`config.mk`:
```
export PLATFORM = sky130hd
export DESIGN_NAME = contador_regressivo
export DESIGN_NICKNAME = d
export VERILOG_FILES = /design/src/rtl/contador_regressivo.sv
export SDC_FILE = /design/constraint.sdc
export NUM_CORES = 1
export LEC_CHECK = 0
export ABC_CLOCK_PERIOD_IN_PS = 2200
export BUFFER_PORTS_ARGS = -buffer_cell sky130_fd_sc_hd__buf_2
export CORE_UTILIZATION = 45
export CTS_CLUSTER_SIZE = 40
export DETAILED_ROUTE_END_ITERATION = 12
export PLACE_DENSITY_LB_ADDON = 0.05
export SLEW_MARGIN = 0
export SYNTH_ARGS = -nofsm -noshare
export SYNTH_HDL_FRONTEND = slang
export SYNTH_SLANG_ARGS = --single-unit
```
`constraint.sdc`:
```
create_clock -name clock -period 2.2 [get_ports clock]
set_clock_uncertainty 0.1 [all_clocks]
set_input_delay 0.44 -clock clock [delete_from_list [all_inputs] [get_ports clock]]
set_output_delay 0.44 -clock clock [all_outputs]
set_load 0.05 [all_outputs]
```
`src/rtl/contador_regressivo.sv`:
```
// rtl/contador_regressivo.sv - loadable down-counting timer with terminal pulse and auto-reload
module contador_regressivo #(
  parameter int WIDTH = 4
) (
  input  logic             clock,
  input  logic             reset,
  input  logic             zera,
  input  logic             carrega,
  input  logic             conta,
  input  logic             recarga,
  input  logic [WIDTH-1:0] D,
  output logic [WIDTH-1:0] Q,
  output logic             ocupado,
  output logic             fim,
  output logic             rbo
);

  typedef enum logic [1:0] {
    OCIOSO   = 2'd0,
    CONTANDO = 2'd1,
    FIM      = 2'd2
  } estado_t;

  estado_t          estado, estado_prox;
  logic [WIDTH-1:0] valor, valor_prox;
  logic [WIDTH-1:0] q_prox;

  always_ff @(posedge clock or posedge reset) begin
    if (reset) begin
      estado <= OCIOSO;
      Q      <= '0;
      valor  <= '0;
    end else begin
      estado <= estado_prox;
      Q      <= q_prox;
      valor  <= valor_prox;
    end
  end

  always_comb begin
    estado_prox = estado;
    q_prox      = Q;
    valor_prox  = valor;
    if (zera) begin
      q_prox      = '0;
      estado_prox = OCIOSO;
    end else if (carrega) begin
      q_prox      = D;
      valor_prox  = D;
      estado_prox = (D != '0) ? CONTANDO : FIM;
    end else begin
      case (estado)
        OCIOSO: begin
          estado_prox = OCIOSO;
        end
        CONTANDO: begin
          // Q is never 0 here: a zero load goes straight to FIM
          if (conta) begin
            if (Q == WIDTH'(1)) begin
              q_prox      = '0;
              estado_prox = FIM;
            end else begin
              q_prox = Q - WIDTH'(1);
            end
          end
        end
        FIM: begin
          if (recarga) begin
            if (valor != '0) begin
              q_prox      = valor;
              estado_prox = CONTANDO;
            end else begin
              estado_prox = FIM;
            end
          end else begin
            estado_prox = OCIOSO;
          end
        end
        default: begin
          q_prox      = '0;
          estado_prox = OCIOSO;
        end
      endcase
    end
  end

  assign ocupado = (estado == CONTANDO);
  assign fim     = (estado == FIM);
  assign rbo     = conta && (Q == '0);

endmodule

```
# After elaboration in Yosys (flattened, before gate mapping)
# Index checks and enable logic that the tools add are counted.
# op_classes
n_mux	15
bitwise_logic	1
eq_ne	8
add_sub_neg	1
reduce_logical	8
# op_table
op	count
$mux W4	6
$mux W2	7
$pmux W4 S3	1
$ne A4 B3 Y1 const B	2
$ne A4 B4 Y1 const B	2
$reduce_bool A4 Y1	2
$eq A4 B1 Y1 const B	1
$logic_not A4 Y1	1
$pmux W2 S2	1
$reduce_and A2 Y1	2
$reduce_and A4 Y1	1
$sub A4 B1 Y4 const B	1
$ne A3 B3 Y1 const B	1
$eq A2 B1 Y1 const B	1
$eq A2 B2 Y1 const B	1
$logic_not A2 Y1	1
$logic_and A1 B1 Y1	1
$not A1 Y1	1
# word_totals
ff_bits	10
input_bits	10
wordCells	36

# Depth between registers and ports, before layout
# Gate-level depths: netlist of run 1.
# depth
depth_word	6
ltp_mapped	6

# Least setup slack after synthesis of run 1
# No wires, ideal clock.
# synth_path
path_type	register -> output
from	register Q[1]
to	output port rbo
t_required_ps	1660
slack_ps	-811
path_stages_with_launch	5
t_arrival_ps	2471
cell_sequence	dfrtp_1 -> inv_1 -> ha_1 -> inv_1 -> nor4_1
# synth_via
elab_chain_len	2
# synth_rtl
element	line	source
start: declaration	12	output logic [WIDTH-1:0] Q,
start signal: assignment	35	Q <= q_prox;
$logic_not A4 Y1	89	assign rbo = conta && (Q == '0);
$logic_and A1 B1 Y1	89	
end: declaration	15	output logic rbo
# No other way between the ends.

# Final worst setup path of run 1
# layout_path
from	register Q[0]
to	output port rbo
# Same word-level chain as after synthesis.

==> results of run 1 <==
## Yosys cell counts (all sizes together)
cell,number,area share
o22ai,2,0.018
buf,1,0.016
mux2,5,0.080
o32ai,3,0.048
a21oi,4,0.029
a32oi,1,0.012
a311oi,1,0.012
clkbuf,1,0.0053
nor3b,1,0.011
nor4b,1,0.012
nand2,3,0.016
or4,1,0.011
nor3,1,0.0071
a22o,2,0.025
nor4,1,0.0089
o41ai,2,0.025
ha,5,0.089
nor2,3,0.016
a41oi,1,0.012
inv,9,0.048
nand2b,2,0.018
dfrtp,10,0.36
mux2i,1,0.014
a221oi,1,0.012
a211oi,1,0.011
or3b,2,0.029
and4b,3,0.043
o21ai,2,0.014
## cells by family after synthesis
kind of cell,synth area share
multiplexers,0.09447
buffers and inverters,0.06951
adder cells (fa/ha/maj),0.08913
flip-flops,0.3565
AND/OR/NAND/NOR,0.1711
AO/OA/AOI/OAI,0.2193
## per-layer routing
layer | track usage | wire (um) | vias up
li1 | - | - | 309
met5 | 0 | 0 | -
met2 | 0.2813 | 668 | 30
met1 | 0.2790 | 732 | 286
met3 | 0.03043 | 101 | 2
met4 | 0.05806 | 14 | 0
## registers in the layout (all words and copies together) (netlist names)
register	flops
Q	4
valor	4
estado	2
## report_power, final
group          leakage (nW)  internal (W)  switching [W]
registers             0.127      0.000201      0.0000189
clock network        0.0210      0.000100      0.0000642
logic                 0.251     0.0000529      0.0000867
## cell usage in the layout, fill, tap and decap left out
| cell | instances |
|---|---|
| a211oi_1 | 1 |
| a21oi_1 | 4 |
| a221oi_1 | 1 |
| a22o_1 | 2 |
| a311oi_1 | 1 |
| a32oi_1 | 1 |
| a41oi_1 | 1 |
| and4b_1 | 3 |
| buf_2 | 16 |
| buf_4 | 1 |
| clkbuf_4 | 3 |
| clkbuf_8 | 1 |
| dfrtp_1 | 10 |
| ha_1 | 4 |
| ha_2 | 1 |
| inv_1 | 9 |
| mux2_2 | 5 |
| mux2i_1 | 1 |
| nand2_1 | 3 |
| nand2b_1 | 2 |
| nor2_1 | 3 |
| nor3_1 | 1 |
| nor3b_1 | 1 |
| nor4_4 | 1 |
| nor4b_1 | 1 |
| o21ai_0 | 2 |
| o22ai_1 | 2 |
| o32ai_1 | 2 |
| o32ai_2 | 1 |
| o41ai_1 | 2 |
| or3b_1 | 1 |
| or3b_4 | 1 |
| or4_1 | 1 |
## critical path: stages, from the launching register on
cell and delay, ns:
dfrtp_1 0.44, inv_1 0.08, ha_1 0.18, inv_1 0.09
nor4_4 0.23, buf_2 0.29
## final timing paths
kind	slack [ns]	cells past startpoint	end	start
min	0.05	2	valor[1]	reset
max in group asynchronous	1.66	2	Q[2]	reset
max reg2reg	0.17	6	Q[2]	estado[1]
min in group clock	0.35	2	valor[1]	D[1]
min reg2reg	0.43	2	estado[0]	estado[0]
max	0.1	5	rbo	Q[0]
## final cells by class
type	count	share of cell area
multi-input combinational	49	0.4963
tap	15	0.02216
sequential	10	0.2954
timing repair buffer	17	0.1034
inverter	9	0.03988
clock buffer	4	0.04284
## metrics by stage
step	setup slack, ns	total power [W]	area (sq um)	util	hold slack (ns)
5_1_grt	0.01256	0.0005574	847.1	0.6127	0.07620
6_report	0.09996	0.0005246	847.1	0.6127	0.05073
4_1_cts	0.08819	0.0005281	847.1	0.6127	0.05596
3_3_place_gp	0.2604	0.0003619	810.8	0.5864	0.3366
2_1_floorplan	0.05477	0.0003257	719.4	-	0.1802
3_5_place_dp	0.2106	0.0003634	810.8	0.5864	0.3377
==> flow_summary.toml, run 1 <==
[layout]
layout.cells.non_filler = 104
area.growth.synth_to_final_pct = 20.68
diodes = 0
n_fill_cell = 119
drive_gt1_frac = 0.3371
regArea_sq_um = 250.2
multi_input_area_sq_um = 420.4
nNetsFinal = 105

[critical_path]
crit_path_start_kind = "flip-flop"
arrival_ns = 1.56
cp_max_fo = 6
crit_type = "reg2out"
cp_data_required_time_ns = 1.66
end_kind = "primary output"

[floorplan]
die_y_um = 41.50
core_sq_um = 1383
die_area_sq_um = 1722
rows = 13
start_util = 0.5077
pin_count = 17
die_width_um = 41.50

[worst_hold_path]
hp-class = "in2async"

[clock_tree]
ctsResizeCount = 0
ctsLongestPathBuffers = 2
h-tree-depth = 1
clk_pin_slew_worst_paths_ns = 0.07
insertion_delay_ns = 0.26
root_buffer = "clkbuf_4"
cts.sinks = 10
cts_made_buffers = 3
cts_tree = "yes"
cts_setup_buffers = 0
cts_hold_buf = 0

[timing]
worstMarginPinSlew_ns = 0.4801
fmax_mhz = 476.2
drv_slew = 0
setup_violations = 0
tns_ns = 0
slew_headroom = 0.6758
finalHoldViolations = 0
rsz0062_at_grt = "no"
layout_min_cycle_time_ns = 2.100
period_share = 0.9546

[yosys]
yosysSeqAreaShare = 0.3565
synthesis.nets = 85
netlist_area_sq_um = 701.9
postSynthAreaPerCell_sq_um = 10.03
synth-seq-cells = 10
yosysUniqueCellTypes = 30
postSynthCellCount = 70
yosys_warnings = 0

[routing]
drt-initial-drc-count = 19
routed_wl_mm = 1.517
wl_per_cell_um = 14.59
drcViolationCount = 0
num_vias = 627
final_antenna_net_count = 0
viasPerCell = 6.029
drt-pass1-iter-count = 4

[global_routing]
grt_pass1_vias = 584
grt_max_degree = 13
grt_use_total = 0.1887
grt_overflow_total = 0
antenna_found_initial = 0
grt_pass1_wl_mm = 2.594

[power_and_ir_drop]
power.leakage_nw = 0.3988
p_per_area_nw_per_um2 = 619.3
ir_worst_vdd_uv = 406.4

[run]
maxCapViolations = 0

[status]
run_status = "finished clean"

[place]
gp_congestion = 0.8476
io_buffers = 16
place_inst = 100
place_hpwl_mm = 1.175
Note: power is estimated with default switching activity, not from simulation.
==> run 2: changes to the inputs <==
Settings changed: CAP_MARGIN set to 20, RECOVER_POWER set to 100.
==> flow_summary.toml, run 2 (synthesized netlist as in run 1, its figures left out) <==
[status]
run_status = "finished clean"

[clock_tree]
insertion_delay_ns = 0.26
ctsLongestPathBuffers = 2
cts_setup_buffers = 0
cts_tree = "yes"
cts.sinks = 10
root_buffer = "clkbuf_4"
cts_hold_buf = 0
h-tree-depth = 1
cts_made_buffers = 3
clk_pin_slew_worst_paths_ns = 0.07
ctsResizeCount = 0

[critical_path]
crit_path_end = "rbo"
r2r-start = "estado[1]"
crit_type = "reg2out"
r2r_slack_ns = 0.16
end_kind = "primary output"
crit_path_start_kind = "flip-flop"
critPathLaunch = "Q[0]"
arrival_ns = 1.57
cp_max_fo = 6
r2r_end = "Q[2]"
rr_worst_depth = 6
cp_data_required_time_ns = 1.66

[floorplan]
die_area_sq_um = 1722
rows = 13
pin_count = 17
start_util = 0.5077
die_width_um = 41.50
core_sq_um = 1383
die_y_um = 41.50

[place]
io_buffers = 16
gp_congestion = 0.8476
place_hpwl_mm = 1.175

[worst_hold_path]
hp-class = "in2async"

[global_routing]
met1_usage = 0.2790
grt_max_degree = 13
busiest_layer = "met2"
grt_overflow_total = 0
grt_use_met3 = 0.03043
use_met2 = 0.2813
grt_pass1_vias = 584
antenna_found_initial = 0
grt_use_total = 0.1887
grt_pass1_wl_mm = 2.594

[routing]
viasPerCell = 6.067
drcViolationCount = 0
routed_wl_mm = 1.538
wl_per_cell_um = 14.79
drt-pass1-iter-count = 4
drt-initial-drc-count = 18
num_vias = 631
final_antenna_net_count = 0

[timing]
worstMarginPinSlew_ns = 0.5925
drv_slew = 0
layout_min_cycle_time_ns = 2.111
fmax_mhz = 473.7
finalHoldViolations = 0
worst_hold_slack_ns = 0.05082
slew_headroom = 0.6067
rsz0062_at_grt = "no"
period_share = 0.9595
tns_ns = 0
setup_violations = 0

[layout]
diodes = 0
drive_gt1_frac = 0.2472
final_cell_mix = "dfrtp_1, inv_1, buf_2, clkbuf_1"
area.growth.synth_to_final_pct = 18.72
layout_commonest_cell = "dfrtp_1"
nNetsFinal = 105
utilization = 0.6027
reg_top3 = "Q x4, valor x4, estado x2"

[run]
maxCapViolations = 0

[power_and_ir_drop]
ir_worst_vdd_uv = 410.4
power.leakage_nw = 0.3736
p_per_area_nw_per_um2 = 628.3
-- run 2: worst max-delay path, stage by stage (launching register included) --
cell     delay [ns]
dfrtp_1        0.44
inv_1          0.08
ha_1           0.18
inv_1          0.09
nor4_4         0.23
buf_2          0.29
-- run 2: through the flow --
step / setup WS [ns] / power (W) / cells / area, sq um
after floorplan: 0.05477 / 0.0003257 / 70 / 719.4
after global placement: 0.2604 / 0.0003619 / 100 / 810.8
after detailed placement: 0.2106 / 0.0003634 / 100 / 810.8
after CTS: 0.08819 / 0.0005281 / 104 / 847.1
after global routing: 0.009653 / 0.0005542 / 104 / 833.3
final: 0.08916 / 0.0005235 / 104 / 833.3
-- run 2: routing by layer --
metal  vias to the layer above  wire length (um)
li1                        310                 -
met1                       292               761
met2                        27               692
met3                         2                70
met4                         0                14
met5                         -                 0
-- run 2: area by class of cell --
cell class	instances	area, sq um
fill	120	549.3
multi-input combinational	49	417.9
sequential	10	250.2
timing repair buffer	17	76.32
clock buffer	4	36.28
inverter	9	33.78
tap	15	18.77
-- run 2: worst min path at each step --
stage | endpoint | startpoint | slack [ns]
final | valor[1] | reset | 0.05
after global routing | estado[0] | reset | 0.08
after CTS | valor[1] | reset | 0.06
after detailed placement | Q[1] | reset | 0.34
after global placement | Q[1] | reset | 0.34
after floorplan | Q[0] | reset | 0.18
-- run 2: where the power goes --
| part | switching (W) | internal (W) | leakage (nW) |
|---|---|---|---|
| clock | 0.0000656 | 0.000100 | 0.0210 |
| sequential | 0.0000193 | 0.000201 | 0.127 |
| combinational | 0.0000872 | 0.0000497 | 0.225 |
| total | 0.000172 | 0.000351 | 0.374 |
